### src/rtl/fwd_hazard_scoreboard.sv
// ID-stage forwarding selector and load-use interlock driven by a private shadow
// of the destination writes in flight in stages 1..NUM_STAGES after ID.
module fwd_hazard_scoreboard #(
  parameter int REG_ADDR_W     = 5,
  parameter int NUM_SRC        = 2,
  parameter int NUM_STAGES     = 3,
  parameter int LOAD_READY_STG = 2,
  parameter int CNT_W          = 16,
  parameter int SEL_W          = $clog2(NUM_STAGES + 1)
) (
  input  logic                          clk,
  input  logic                          rst_n,
  input  logic                          id_valid,
  input  logic [NUM_SRC*REG_ADDR_W-1:0] id_src_addr,
  input  logic [NUM_SRC-1:0]            id_src_used,
  input  logic [REG_ADDR_W-1:0]         id_dst_addr,
  input  logic                          id_reg_write,
  input  logic                          id_is_load,
  input  logic                          pipe_advance,
  input  logic                          flush,
  input  logic                          cnt_clr,
  output logic [NUM_SRC*SEL_W-1:0]      fwd_sel,
  output logic                          stall,
  output logic [CNT_W-1:0]              stall_count
);

  logic [NUM_STAGES:1]   sh_valid;
  logic [NUM_STAGES:1]   sh_wr;
  logic [NUM_STAGES:1]   sh_ld;
  logic [REG_ADDR_W-1:0] sh_dst [1:NUM_STAGES];

  logic [NUM_SRC-1:0]    hazard;
  logic                  issue;

  // NOTE: every variable gets a default before any conditional write, so no latch is inferred.
  always_comb begin
    logic [REG_ADDR_W-1:0] addr;
    logic                  found;
    logic                  win_ld;
    int                    win;
    fwd_sel = '0;
    hazard  = '0;
    for (int i = 0; i < NUM_SRC; i++) begin
      addr   = id_src_addr[i*REG_ADDR_W +: REG_ADDR_W];
      found  = 1'b0;
      win    = 0;
      win_ld = 1'b0;
      // Scan oldest to youngest so the youngest match is the one left standing.
      for (int k = NUM_STAGES; k >= 1; k--) begin
        if (id_src_used[i] && addr != '0 && sh_valid[k] && sh_wr[k] && sh_dst[k] == addr) begin
          found  = 1'b1;
          win    = k;
          win_ld = sh_ld[k];
        end
      end
      if (found) begin
        if (!win_ld || win >= LOAD_READY_STG) fwd_sel[i*SEL_W +: SEL_W] = SEL_W'(win);
        else                                  hazard[i] = 1'b1;
      end
    end
  end

  assign stall = id_valid & ~flush & (|hazard);
  assign issue = id_valid & ~stall & ~flush;

  // NOTE: sequential state uses non-blocking assignments so every stage shifts from pre-edge values.
  always_ff @(posedge clk or negedge rst_n) begin
    if (!rst_n) begin
      sh_valid    <= '0;
      stall_count <= '0;
    end else begin
      if (pipe_advance) begin
        sh_valid[1] <= issue;
        for (int k = 2; k <= NUM_STAGES; k++) sh_valid[k] <= sh_valid[k-1];
      end
      if (cnt_clr)
        stall_count <= '0;
      else if (stall && pipe_advance && stall_count != '1)
        stall_count <= stall_count + CNT_W'(1);
    end
  end

  // NOTE: payload fields are not reset; a cleared valid bit makes them don't-care.
  always_ff @(posedge clk) begin
    if (pipe_advance) begin
      sh_dst[1] <= id_dst_addr;
      sh_wr[1]  <= id_reg_write;
      sh_ld[1]  <= id_is_load;
      for (int k = 2; k <= NUM_STAGES; k++) begin
        sh_dst[k] <= sh_dst[k-1];
        sh_wr[k]  <= sh_wr[k-1];
        sh_ld[k]  <= sh_ld[k-1];
      end
    end
  end

endmodule

### config.mk
export PLATFORM = sky130hd
export DESIGN_NAME = fwd_hazard_scoreboard
export DESIGN_NICKNAME = d
export VERILOG_FILES = /design/src/rtl/fwd_hazard_scoreboard.sv
export SDC_FILE = /design/constraint.sdc
export NUM_CORES = 1
export LEC_CHECK = 0
export BUFFER_PORTS_ARGS = -buffer_cell sky130_fd_sc_hd__buf_2
export CAP_MARGIN = 20
export CORE_ASPECT_RATIO = 2
export CORE_MARGIN = 1
export CORE_UTILIZATION = 55
export DETAILED_ROUTE_END_ITERATION = 6
export PLACE_DENSITY = 0.81
export SYNTH_ARGS = -nofsm -noshare
export SYNTH_HDL_FRONTEND = slang
export SYNTH_SLANG_ARGS = --single-unit
### constraint.sdc
create_clock -name clk -period 3.2 [get_ports clk]
set_input_delay 0.64 -clock clk [delete_from_list [all_inputs] [get_ports clk]]
set_output_delay 0.64 -clock clk [all_outputs]
set_load 0.03 [all_outputs]
==> metrics.cfg <==
[routing]
wl_um=4530
wl_per_cell_um=16.2
drtIter0Drc=40
dr.pass1.iters=4
drc=0
viasPerCell=5.80
vias=1618
ant_nets=0

[logic_synthesis]
synthesis.area_um2=2050
ys_ff_latch=38
synthFlopType=edfxtp_1
synth_top_area_frac=0.278
synth_cell_types=35
yosysMostFrequentCell=xnor2_1
synth_area_leaders=edfxtp_1, dfrtp_1, xnor2_1
ys_seq_area_frac=0.510
synth_edf_count=19
ys_top_cells_by_count=xnor2_1, dfrtp_1, edfxtp_1
yosysWarnings=0
syn_nets=205
async_flop_share=0.500
syn_inst=179
syn_area_per_cell_um2=11.4
synth_top_area_cell=edfxtp_1

[power]
p_leak_nw=0.938
clkPwrFrac=0.322
p_seq_frac=0.578
power.internal_uw=735
ir_worst_vdd_mv=0.316
power.switching_uw=235
power_uw=969
p_comb_frac=0.100
powerDensity_nw_per_um2=405
sw_frac_of_total=0.242

[clock_tree]
hold_buffers=0
cts_buffer_depth=2
ctsResizeCount=0
cts_tree=yes
numClockSinks=38
htreeDepth=2
cts_root_buffer=clkbuf_8
post-cts-setup-buffers=0
clk_latency_ns=0.28
clk_pin_slew_worst_paths_ns=0.07
cts_buffers=5

[grt]
grt_max_degree=23
grtUsageTotal=0.246
grt_overflow=0
grt_pass1_vias=1519
antenna_found_initial=0
grt_pass1_wl_um=6980

[timing]
slew_headroom=0.665
worst_pin_slew_ns=0.499
post-route-period-util=0.919
tns_ns=0
period_needed_ns=2.94
drv_slew=0
fmax_mhz=340
rsz0062_at_grt=false
finalSetupViolations=0
finalHoldViolations=0
fin_skew_ns=0.00317

[final_layout]
area_delta_synth_final_pct=16.8
num_antenna_cells=0
num-nets-final=255
drive_above_1_share=0.278
fin_util=0.664
stdcell_area_um2=2390

[die]
core_area_um2=3610
die_x_um=45.2
dieArea_um2=3990
die_h_um=88.3
start_util=0.568
ioPinCount=46
placementRows=31

[setup_path]
r2r_start=sh_dst[0][8]
reg2regPathDepth=6
critPathCapture=stall
crit_required_ns=2.56
start_kind=input port
worst-setup-path-type=in -> out
cp-end-kind=output pin
crit_start=id_src_addr[0]
path_max_fanout=8
regToRegSetupSlack_ns=0.84
cp.arrival_ns=2.30
r2r-end=stall_count[8]

[worst_hold_path]
holdCritPathClass=in -> async

[run_status]
status=complete, no violations

[run]
cap_violations=0

[place]
dpl_cell_area_um2=2310
routabilityCongestion=0.791
dp.final_hpwl_um=3470
portBuffers=45

-- sequential cells by signal (all words and copies together), names as in the netlist --
signal	cells
sh_wr	3
stall_count	16
sh_dst	15
sh_ld	1
sh_valid	3
-- final cells by class --
class                           count  area [um2]
Clock buffer                        6        72.6
Clock inverter                      2        8.76
Fill cell                         298        1210
Inverter                            6        22.5
Multi-Input combinational cell    132         950
Sequential cell                    38        1050
Tap cell                           49        61.3
Timing Repair Buffer               46         233
-- logic make-up (layout without fill, tap and decap cells) --
logic type,after synthesis,after routing,synth area share
simple gates,58,58,0.184
compound gates,38,38,0.121
flops,38,38,0.510
xor+xnor,32,32,0.137
buf+inv,9,60,0.0263
mux,3,3,0.0159
fa+ha+maj,1,1,0.00610
-- critical path: stages --
cell and delay, ns:
buf_2 0.14, xnor2_1 0.16, nand4_1 0.18, nor4_4 0.53
o21ai_2 0.21, nor3b_1 0.21, buf_2 0.23
-- metrics by stage --
step / instances / hold WS [ns] / setup slack [ns]
after floorplan: 179 / 0.344 / 0.267
after global placement: 271 / 0.441 / 0.338
after detailed placement: 271 / 0.444 / 0.290
after CTS: 279 / 0.293 / 0.276
after global routing: 279 / 0.319 / 0.149
final: 279 / 0.284 / 0.259
-- metal layers --
| metal | up-vias | GRT usage | wire length, um |
|---|---|---|---|
| met3 | 10 | 0.0286 | 157 |
| met5 | - | 0 | 0 |
| met2 | 51 | 0.441 | 2530 |
| met1 | 782 | 0.282 | 1730 |
| met4 | 0 | 0.107 | 122 |
| li1 | 775 | - | - |
-- worst min-delay path by stage --
stage	start	endpoint	slack [ns]	depth (start not counted)
after global placement	sh_wr[2]	sh_wr[3]	0.44	0
after global routing	rst_n	stall_count[7]	0.32	1
after CTS	rst_n	stall_count[14]	0.29	1
after floorplan	rst_n	sh_valid[1]	0.34	0
final	rst_n	stall_count[14]	0.28	1
after detailed placement	sh_wr[2]	sh_wr[3]	0.44	0
-- power groups by stage --
stage | clock [mW] | combinational, mW | sequential [mW]
5_1_grt | 0.337 | 0.106 | 0.564
3_5_place_dp | 0 | 0.0977 | 0.571
4_1_cts | 0.319 | 0.0982 | 0.561
6_report | 0.312 | 0.0971 | 0.560
3_3_place_gp | 0 | 0.0966 | 0.570
2_1_floorplan | 0 | 0.0560 | 0.564
-- cells in the final DEF (no fill, tap or decap), types with 2 or more instances in the layout --
cell	Yosys	layout
a21oi_1	15	15
nor4_4	2	2
o21ai_0	5	5
dfrtp_1	19	19
mux2_2	2	2
clkbuf_8	0	5
nor3_1	2	2
edfxtp_1	19	19
or4_1	13	13
nor3b_1	3	3
xor2_1	7	7
nand3_1	6	6
xnor2_1	25	25
nand4_1	9	9
o31ai_1	7	7
o211ai_2	2	2
inv_1	6	6
buf_2	0	45
nor2_1	7	7
or3_1	5	5
nand2_1	7	7
o21ai_2	3	3
No activity file was read; power rests on OpenSTA's default activity.
